==> src/rtl/uart_pkg.sv <==
`default_nettype none
// ============================================================================
//  Module   : uart_pkg
//  Purpose  : Definitions shared by the UART TX and RX engines. Holds the
//             bit-time width default, the receive FSM state codes, the
//             frame-length helper and the parity helper.
//  Revision : 1.0  initial release
// ============================================================================
package uart_pkg;

    // Width of the bit-time count k produced by the BAUD decoder
    localparam int c_KW_DEFAULT = 19;

    // Receive FSM state encoding (binary)
    localparam int                    c_RX_ST_W  = 2;
    localparam logic [c_RX_ST_W-1:0]  c_RX_IDLE  = 2'd0;
    localparam logic [c_RX_ST_W-1:0]  c_RX_START = 2'd1;
    localparam logic [c_RX_ST_W-1:0]  c_RX_DATA  = 2'd2;
    localparam logic [c_RX_ST_W-1:0]  c_RX_DONE  = 2'd3;

    // Seven data bits plus one stop bit: the shortest frame after the start bit
    localparam logic [3:0] c_NB_BASE = 4'd8;

    // Number of bits sampled after the start bit: data + optional parity + stop
    function automatic logic [3:0] frame_nb(input logic eight, input logic pen);
        return c_NB_BASE + {3'b000, eight} + {3'b000, pen};
    endfunction

    // Parity bit value for a data byte: even -> ^data, odd -> ~^data
    function automatic logic parity_bit(input logic [7:0] data, input logic odd);
        return (^data) ^ odd;
    endfunction

endpackage
`default_nettype wire

==> src/rtl/uart_rx_sync.sv <==
`default_nettype none
// ============================================================================
//  Module   : uart_rx_sync
//  Purpose  : Metastability synchroniser for the RX pin plus a one-clock
//             delayed copy used to detect the falling edge of a start bit.
//             All flops reset to 1 so that an idle line produces no edge.
//  Revision : 1.0  initial release
// ============================================================================
module uart_rx_sync #(
    parameter int SYNC_STAGES = 2          // at least 2
) (
    input  logic clk,
    input  logic rst_n,
    input  logic i_rx,
    output logic o_rx_s,
    output logic o_start
);

    logic [SYNC_STAGES-1:0] r_sync;
    logic                   r_rx_p;

    // Shift the pin through the synchroniser chain and keep the previous synchronised value
    always_ff @(posedge clk or negedge rst_n) begin
        if (!rst_n) begin
            r_sync <= '1;
            r_rx_p <= 1'b1;
        end else begin
            r_sync <= {r_sync[SYNC_STAGES-2:0], i_rx};
            r_rx_p <= r_sync[SYNC_STAGES-1];
        end
    end

    assign o_rx_s  = r_sync[SYNC_STAGES-1];
    // Only a genuine high-to-low transition counts; a line that is already low does not
    assign o_start = r_rx_p & ~o_rx_s;

endmodule
`default_nettype wire

==> src/rtl/uart_rx_engine.sv <==
`default_nettype none
// ============================================================================
//  Module   : uart_rx_engine
//  Purpose  : UART receive engine. Finds the start bit by falling edge,
//             confirms it at mid-bit, samples 7/8 data bits, optional parity
//             and the stop bit once per bit time, then presents the byte with
//             RXRDY and PERR/FERR/OVF status until the processor reads it.
//  Revision : 1.0  initial release
// ============================================================================
module uart_rx_engine
    import uart_pkg::*;
#(
    parameter int KW          = c_KW_DEFAULT,
    parameter int SYNC_STAGES = 2
) (
    input  logic          clk,
    input  logic          rst_n,
    input  logic          RX,
    input  logic [KW-1:0] k,
    input  logic          EIGHT,
    input  logic          PEN,
    input  logic          OHEL,
    input  logic          READS,
    output logic [7:0]    RDATA,
    output logic          RXRDY,
    output logic          PERR,
    output logic          FERR,
    output logic          OVF
);

    // ------------------------------------------------------------------
    // Pin synchroniser and start-edge detector
    // ------------------------------------------------------------------
    logic w_rx_s;
    logic w_start;

    uart_rx_sync #(
        .SYNC_STAGES (SYNC_STAGES)
    ) u_sync (
        .clk     (clk),
        .rst_n   (rst_n),
        .i_rx    (RX),
        .o_rx_s  (w_rx_s),
        .o_start (w_start)
    );

    // ------------------------------------------------------------------
    // Frame state
    // ------------------------------------------------------------------
    logic [c_RX_ST_W-1:0] r_state;
    logic [KW-1:0]        r_btc;
    logic [3:0]           r_bitcnt;
    logic [9:0]           r_sr;
    logic                 r_cfg_eight;
    logic                 r_cfg_pen;
    logic                 r_cfg_ohel;

    logic [KW-1:0]        w_half;
    logic                 w_mid;
    logic                 w_btu;
    logic [3:0]           w_nb;
    logic                 w_last;

    assign w_half = k >> 1;
    assign w_mid  = (r_btc == w_half);
    assign w_btu  = (r_btc == k);
    // Frame length follows the configuration captured when the start bit was confirmed
    assign w_nb   = frame_nb(r_cfg_eight, r_cfg_pen);
    assign w_last = ((r_bitcnt + 4'd1) == w_nb);

    // Receive FSM with its bit-time counter, bit counter, shift register and config latch
    always_ff @(posedge clk or negedge rst_n) begin
        if (!rst_n) begin
            r_state     <= c_RX_IDLE;
            r_btc       <= '0;
            r_bitcnt    <= 4'd0;
            r_sr        <= 10'd0;
            r_cfg_eight <= 1'b0;
            r_cfg_pen   <= 1'b0;
            r_cfg_ohel  <= 1'b0;
        end else begin
            case (r_state)
                c_RX_IDLE: begin
                    r_btc <= '0;
                    if (w_start) begin
                        r_state <= c_RX_START;
                    end
                end
                c_RX_START: begin
                    if (w_mid) begin
                        r_btc <= '0;
                        if (w_rx_s) begin
                            // Line back high at mid-bit: a glitch, not a start bit
                            r_state <= c_RX_IDLE;
                        end else begin
                            r_state     <= c_RX_DATA;
                            r_bitcnt    <= 4'd0;
                            r_cfg_eight <= EIGHT;
                            r_cfg_pen   <= PEN;
                            r_cfg_ohel  <= OHEL;
                        end
                    end else begin
                        r_btc <= r_btc + KW'(1);
                    end
                end
                c_RX_DATA: begin
                    if (w_btu) begin
                        r_btc    <= '0;
                        r_sr     <= {w_rx_s, r_sr[9:1]};
                        r_bitcnt <= r_bitcnt + 4'd1;
                        if (w_last) begin
                            r_state <= c_RX_DONE;
                        end
                    end else begin
                        r_btc <= r_btc + KW'(1);
                    end
                end
                c_RX_DONE: begin
                    r_btc   <= '0;
                    r_state <= c_RX_IDLE;
                end
                default: begin
                    r_btc   <= '0;
                    r_state <= c_RX_IDLE;
                end
            endcase
        end
    end

    // ------------------------------------------------------------------
    // Frame decode: the first received bit sits at SR[10-NB]
    // ------------------------------------------------------------------
    logic [9:0] w_a;
    logic [7:0] w_data;
    logic       w_pbit;
    logic       w_stop;
    logic       w_perr;

    assign w_a    = r_sr >> (4'd10 - w_nb);
    assign w_data = r_cfg_eight ? w_a[7:0] : {1'b0, w_a[6:0]};
    assign w_pbit = r_cfg_eight ? w_a[8] : w_a[7];
    assign w_stop = w_a[w_nb - 4'd1];
    assign w_perr = r_cfg_pen & (w_pbit != parity_bit(w_data, r_cfg_ohel));

    // ------------------------------------------------------------------
    // Status and data registers seen by the processor
    // ------------------------------------------------------------------
    logic [7:0] r_rdata;
    logic       r_rxrdy;
    logic       r_perr;
    logic       r_ferr;
    logic       r_ovf;

    // Frame completion updates everything and takes priority over a coincident read
    always_ff @(posedge clk or negedge rst_n) begin
        if (!rst_n) begin
            r_rdata <= 8'd0;
            r_rxrdy <= 1'b0;
            r_perr  <= 1'b0;
            r_ferr  <= 1'b0;
            r_ovf   <= 1'b0;
        end else if (r_state == c_RX_DONE) begin
            r_rdata <= w_data;
            r_perr  <= w_perr;
            r_ferr  <= ~w_stop;
            // A read in this same cycle consumed the previous byte, so no overrun
            r_ovf   <= r_rxrdy & ~READS;
            r_rxrdy <= 1'b1;
        end else if (READS) begin
            r_rxrdy <= 1'b0;
            r_perr  <= 1'b0;
            r_ferr  <= 1'b0;
            r_ovf   <= 1'b0;
        end
    end

    assign RDATA = r_rdata;
    assign RXRDY = r_rxrdy;
    assign PERR  = r_perr;
    assign FERR  = r_ferr;
    assign OVF   = r_ovf;

endmodule
`default_nettype wire

==> config.mk <==
export PLATFORM = sky130hd
export DESIGN_NAME = uart_rx_engine
export DESIGN_NICKNAME = d
export VERILOG_FILES = /design/src/rtl/uart_pkg.sv /design/src/rtl/uart_rx_sync.sv /design/src/rtl/uart_rx_engine.sv
export SDC_FILE = /design/constraint.sdc
export NUM_CORES = 1
export LEC_CHECK = 0
export CORE_MARGIN = 1
export CORE_UTILIZATION = 56
export DETAILED_ROUTE_END_ITERATION = 7
export PLACE_DENSITY = 0.8
export SLEW_MARGIN = 20
export SYNTH_ARGS = -nofsm -noshare
export SYNTH_HDL_FRONTEND = slang
export SYNTH_SLANG_ARGS = --single-unit
==> constraint.sdc <==
create_clock -name clk -period 2.45 [get_ports clk]
set_input_delay 0.245 -clock clk [delete_from_list [all_inputs] [get_ports clk]]
set_output_delay 0.245 -clock clk [all_outputs]
set_load 0.005 [all_outputs]
==> flow_summary.yaml <==
sta:
  final_max_slew_viol_count: 0
  timing.clock.skew_ns: 0.00570
  worst_slew_pin_slew_ns: 0.661
  fmax_mhz: 429
  finalSetupTns_ns: 0
  fin_crit_sh_pct: 95.1
  period_needed_ns: 2.33
  timing.final.setup_violations: 0
  max_slew_headroom_pct: 55.9
  final.hold.worst_slack_ns: 0.0444
  report.final.hold_viol_count: 0
setup_path:
  cp_max_stage_cell: "sky130_fd_sc_hd__dfrtp_1"
  cpMostUsedCell: "sky130_fd_sc_hd__xnor3_1"
  path_cells: "inv_1 -> ha_2 -> buf_4 -> nand2b_1 -> a311oi_2 -> xnor3_1 -> xnor3_1 -> o31ai_1"
  critical_path_required_ns: 2.67
  critPathMaxFanout: 7
  worst_endpoint_data_arrival_time_ns: 2.55
  worstSetupEndpointType: "flip-flop"
  critical_setup_path_kind: "flip-flop to flip-flop"
  crit_start_category: "flip-flop"
  critical_path.max_stage_delay_ns: 0.39
  r2r_setup_slack_ns: 0.12
synthesis:
  ys_seq_area_share_pct: 41.2
  post_synth_instance_area_mm2: 0.00323
  synth_top_area_cell: "sky130_fd_sc_hd__dfrtp_1"
  synth_cells: 328
  synthTopCellsByArea: "sky130_fd_sc_hd__dfrtp_1 39%, sky130_fd_sc_hd__xor2_1 13%, sky130_fd_sc_hd__xnor2_1 4.6%, sky130_fd_sc_hd__nand2_1 3.8%, sky130_fd_sc_hd__nor2_1 3.5%"
  synth-edff-count: 0
  ys_dominant_reg_cell: "sky130_fd_sc_hd__dfrtp_1"
  yosys.cell_types.count: 51
  post_synth.cell_area_avg_um2: 9.85
  net_count_after_synthesis: 359
  synth_seq_cells: 53
  yosysWarningCount: 0
  asyncSetResetFlopFracSynth_pct: 100
  yosys.area.top_type_share_pct: 38.7
cts:
  cts_hold_buf: 0
  clock_tree.root_cell: "sky130_fd_sc_hd__clkbuf_8"
  clock_latency_ns: 0.31
  h-tree-depth: 2
  cts_sinks: 53
  tritoncts.num_buffers: 5
  clockBufferDepth: 2
  cts_tree: "done"
  cts.clk_slew.worst_paths_ns: 0.09
global_routing:
  grt_usage_pct: 23.1
  grt_antenna_before_repair: 0
  grt_max_degree: 54
  grt_pass1_wl_um: 11000
  via_count_of_the_first_global_routing_pass: 2362
  grt_overflow_total: 0
min_path:
  hold_path_class: "primary input to asynchronous set/reset pin"
floorplanning:
  coreArea_mm2: 0.00554
  dieArea_mm2: 0.00608
  num_io_pins: 38
  start_util_pct: 58.3
  die-width_um: 78.0
  fp.dieH_um: 78.0
  num_rows: 27
finish:
  most-common-layout-cells: "50 x sky130_fd_sc_hd__dfrtp_1, 48 x sky130_fd_sc_hd__xor2_1, 36 x sky130_fd_sc_hd__clkdlybuf4s50_1"
  drive_above_1_share_pct: 12.8
  final_nets: 397
  layout_commonest_cell: "sky130_fd_sc_hd__dfrtp_1"
  antenna_cells: 0
  area_delta_synth_final_pct: 18.0
  final_core_utilization_pct: 68.8
route:
  dr.pass1.iters: 4
  wl_per_cell_um: 14.6
  drtAntennaViolNets: 0
  vias: 2419
  detail_route.drc_violations: 0
  viasPerCell: 5.51
  routed_wirelength_um: 6430
  drt_iter0_drc: 92
power_and_ir_drop:
  vdd_ir_drop_max_mv: 0.410
  overall_power_after_layout_w: 0.00189
  power.static_leakage_nw: 1.71
  power_per_cell_area_mw_per_mm2: 496
run:
  drv_cap: 0
place:
  numPortBuffers: 37
  gpl.final_weighted_congestion: 0.913
  place.detailed.hpwl_um: 4840
status:
  result_of_the_run: "finished, final reports clean"
==> metrics by stage <==
stage                     cell area, µm²  worst slack, ns  std cells
after floorplan                     3230            0.240        328
after global routing                3810         -0.00356        439
after detailed placement            3650           0.0159        430
final                               3810            0.119        439
after CTS                           3770           0.0383        438
after global placement              3650           0.0287        430
==> state kept, by name, indices dropped and copies added, names as in the netlist, named ones only <==
signal         cells
FERR               1
OVF                1
PERR               1
RDATA              8
RXRDY              1
r_bitcnt           4
r_btc             19
r_cfg_eight        1
r_cfg_ohel         1
r_cfg_pen          1
r_sr              10
r_state            1
u_sync.r_rx_p      1
u_sync.r_sync      2
==> report_power, final <==
part	total, W	switching (W)	internal, W	leakage [nW]
Clock	0.000619	0.000286	0.000333	0.0585
Sequential	0.000997	0.0000771	0.000920	0.680
Combinational	0.000273	0.000135	0.000138	0.974
==> critical path, delay by kind of cell, from the launching register on <==
family | cells | cell delay (ns)
adder cells (fa/ha/maj) | 1 | 0.32
XOR/XNOR | 2 | 0.56
AND/OR/NAND/NOR | 1 | 0.17
AO/OA/AOI/OAI | 2 | 0.50
flip-flops | 1 | 0.39
buffers and inverters | 2 | 0.29
==> cell families after synthesis <==
family | after synthesis | share of synthesized area [%]
AND/OR/NAND/NOR | 115 | 17.8
XOR/XNOR | 68 | 19.3
flip-flops | 53 | 41.2
AO/OA/AOI/OAI | 48 | 10.5
buffers and inverters | 28 | 5.23
multiplexers | 11 | 4.07
adder cells (fa/ha/maj) | 5 | 1.94
==> area by class of cell <==
class                      instances  area, µm²
clock inverter                     1       30.0
inverter                          10       37.5
clock buffer                       7       86.3
tap                               72       90.1
sequential                        53       1330
multi-input combinational        247       1770
timing repair buffer              49        472
fill                             454       1730
==> path summary, 6_finish.rpt <==
kind	from	endpoint	cells after the start
max reg2reg	r_cfg_pen	PERR	8
min reg2reg	u_sync.r_sync[0]	u_sync.r_sync[1]	0
max	r_cfg_pen	PERR	8
min	rst_n	OVF	2
min in group clk	RX	u_sync.r_sync[0]	1
max in group asynchronous	rst_n	r_bitcnt[2]	2
==> metal layers <==
metal	GRT usage [%]	routed length, µm	vias to the layer above
li1	-	-	1197
met1	28.9	2820	1149
met2	40.1	3270	62
met3	3.53	225	11
met4	8.89	113	0
met5	0	0	-
==> cells in the mapped netlist, types with 2 or more instances <==
library cell                count
sky130_fd_sc_hd__nand2b_1       4
sky130_fd_sc_hd__o221ai_1       2
sky130_fd_sc_hd__nand3_1       15
sky130_fd_sc_hd__o31ai_1        4
sky130_fd_sc_hd__and2_1         4
sky130_fd_sc_hd__nor3_1         3
sky130_fd_sc_hd__mux2i_1        3
sky130_fd_sc_hd__dfstp_2        3
sky130_fd_sc_hd__xor2_1        49
sky130_fd_sc_hd__o311ai_0       2
sky130_fd_sc_hd__xnor3_1        2
sky130_fd_sc_hd__buf_6          5
sky130_fd_sc_hd__a31oi_1        2
sky130_fd_sc_hd__nand4_1        4
sky130_fd_sc_hd__nor2b_1        2
sky130_fd_sc_hd__nand2_1       33
sky130_fd_sc_hd__o21ai_0       19
sky130_fd_sc_hd__mux2_2         7
sky130_fd_sc_hd__nor2_1        30
sky130_fd_sc_hd__o2bb2ai_1      2
sky130_fd_sc_hd__nand3b_1       4
sky130_fd_sc_hd__buf_2          4
sky130_fd_sc_hd__dfrtp_1       50
sky130_fd_sc_hd__inv_1         10
sky130_fd_sc_hd__xnor2_1       17
sky130_fd_sc_hd__a21oi_1        5
sky130_fd_sc_hd__a22o_1         2
sky130_fd_sc_hd__clkbuf_1       6
sky130_fd_sc_hd__ha_1           5
sky130_fd_sc_hd__nor4_1         9
==> timing repair <==
action / CTS / global route
setup buffers: 0 / 1
endpoints found under the setup margin: 0 / 1
gates resized for setup: 0 / 11
Power figures use the tool's default switching activity.
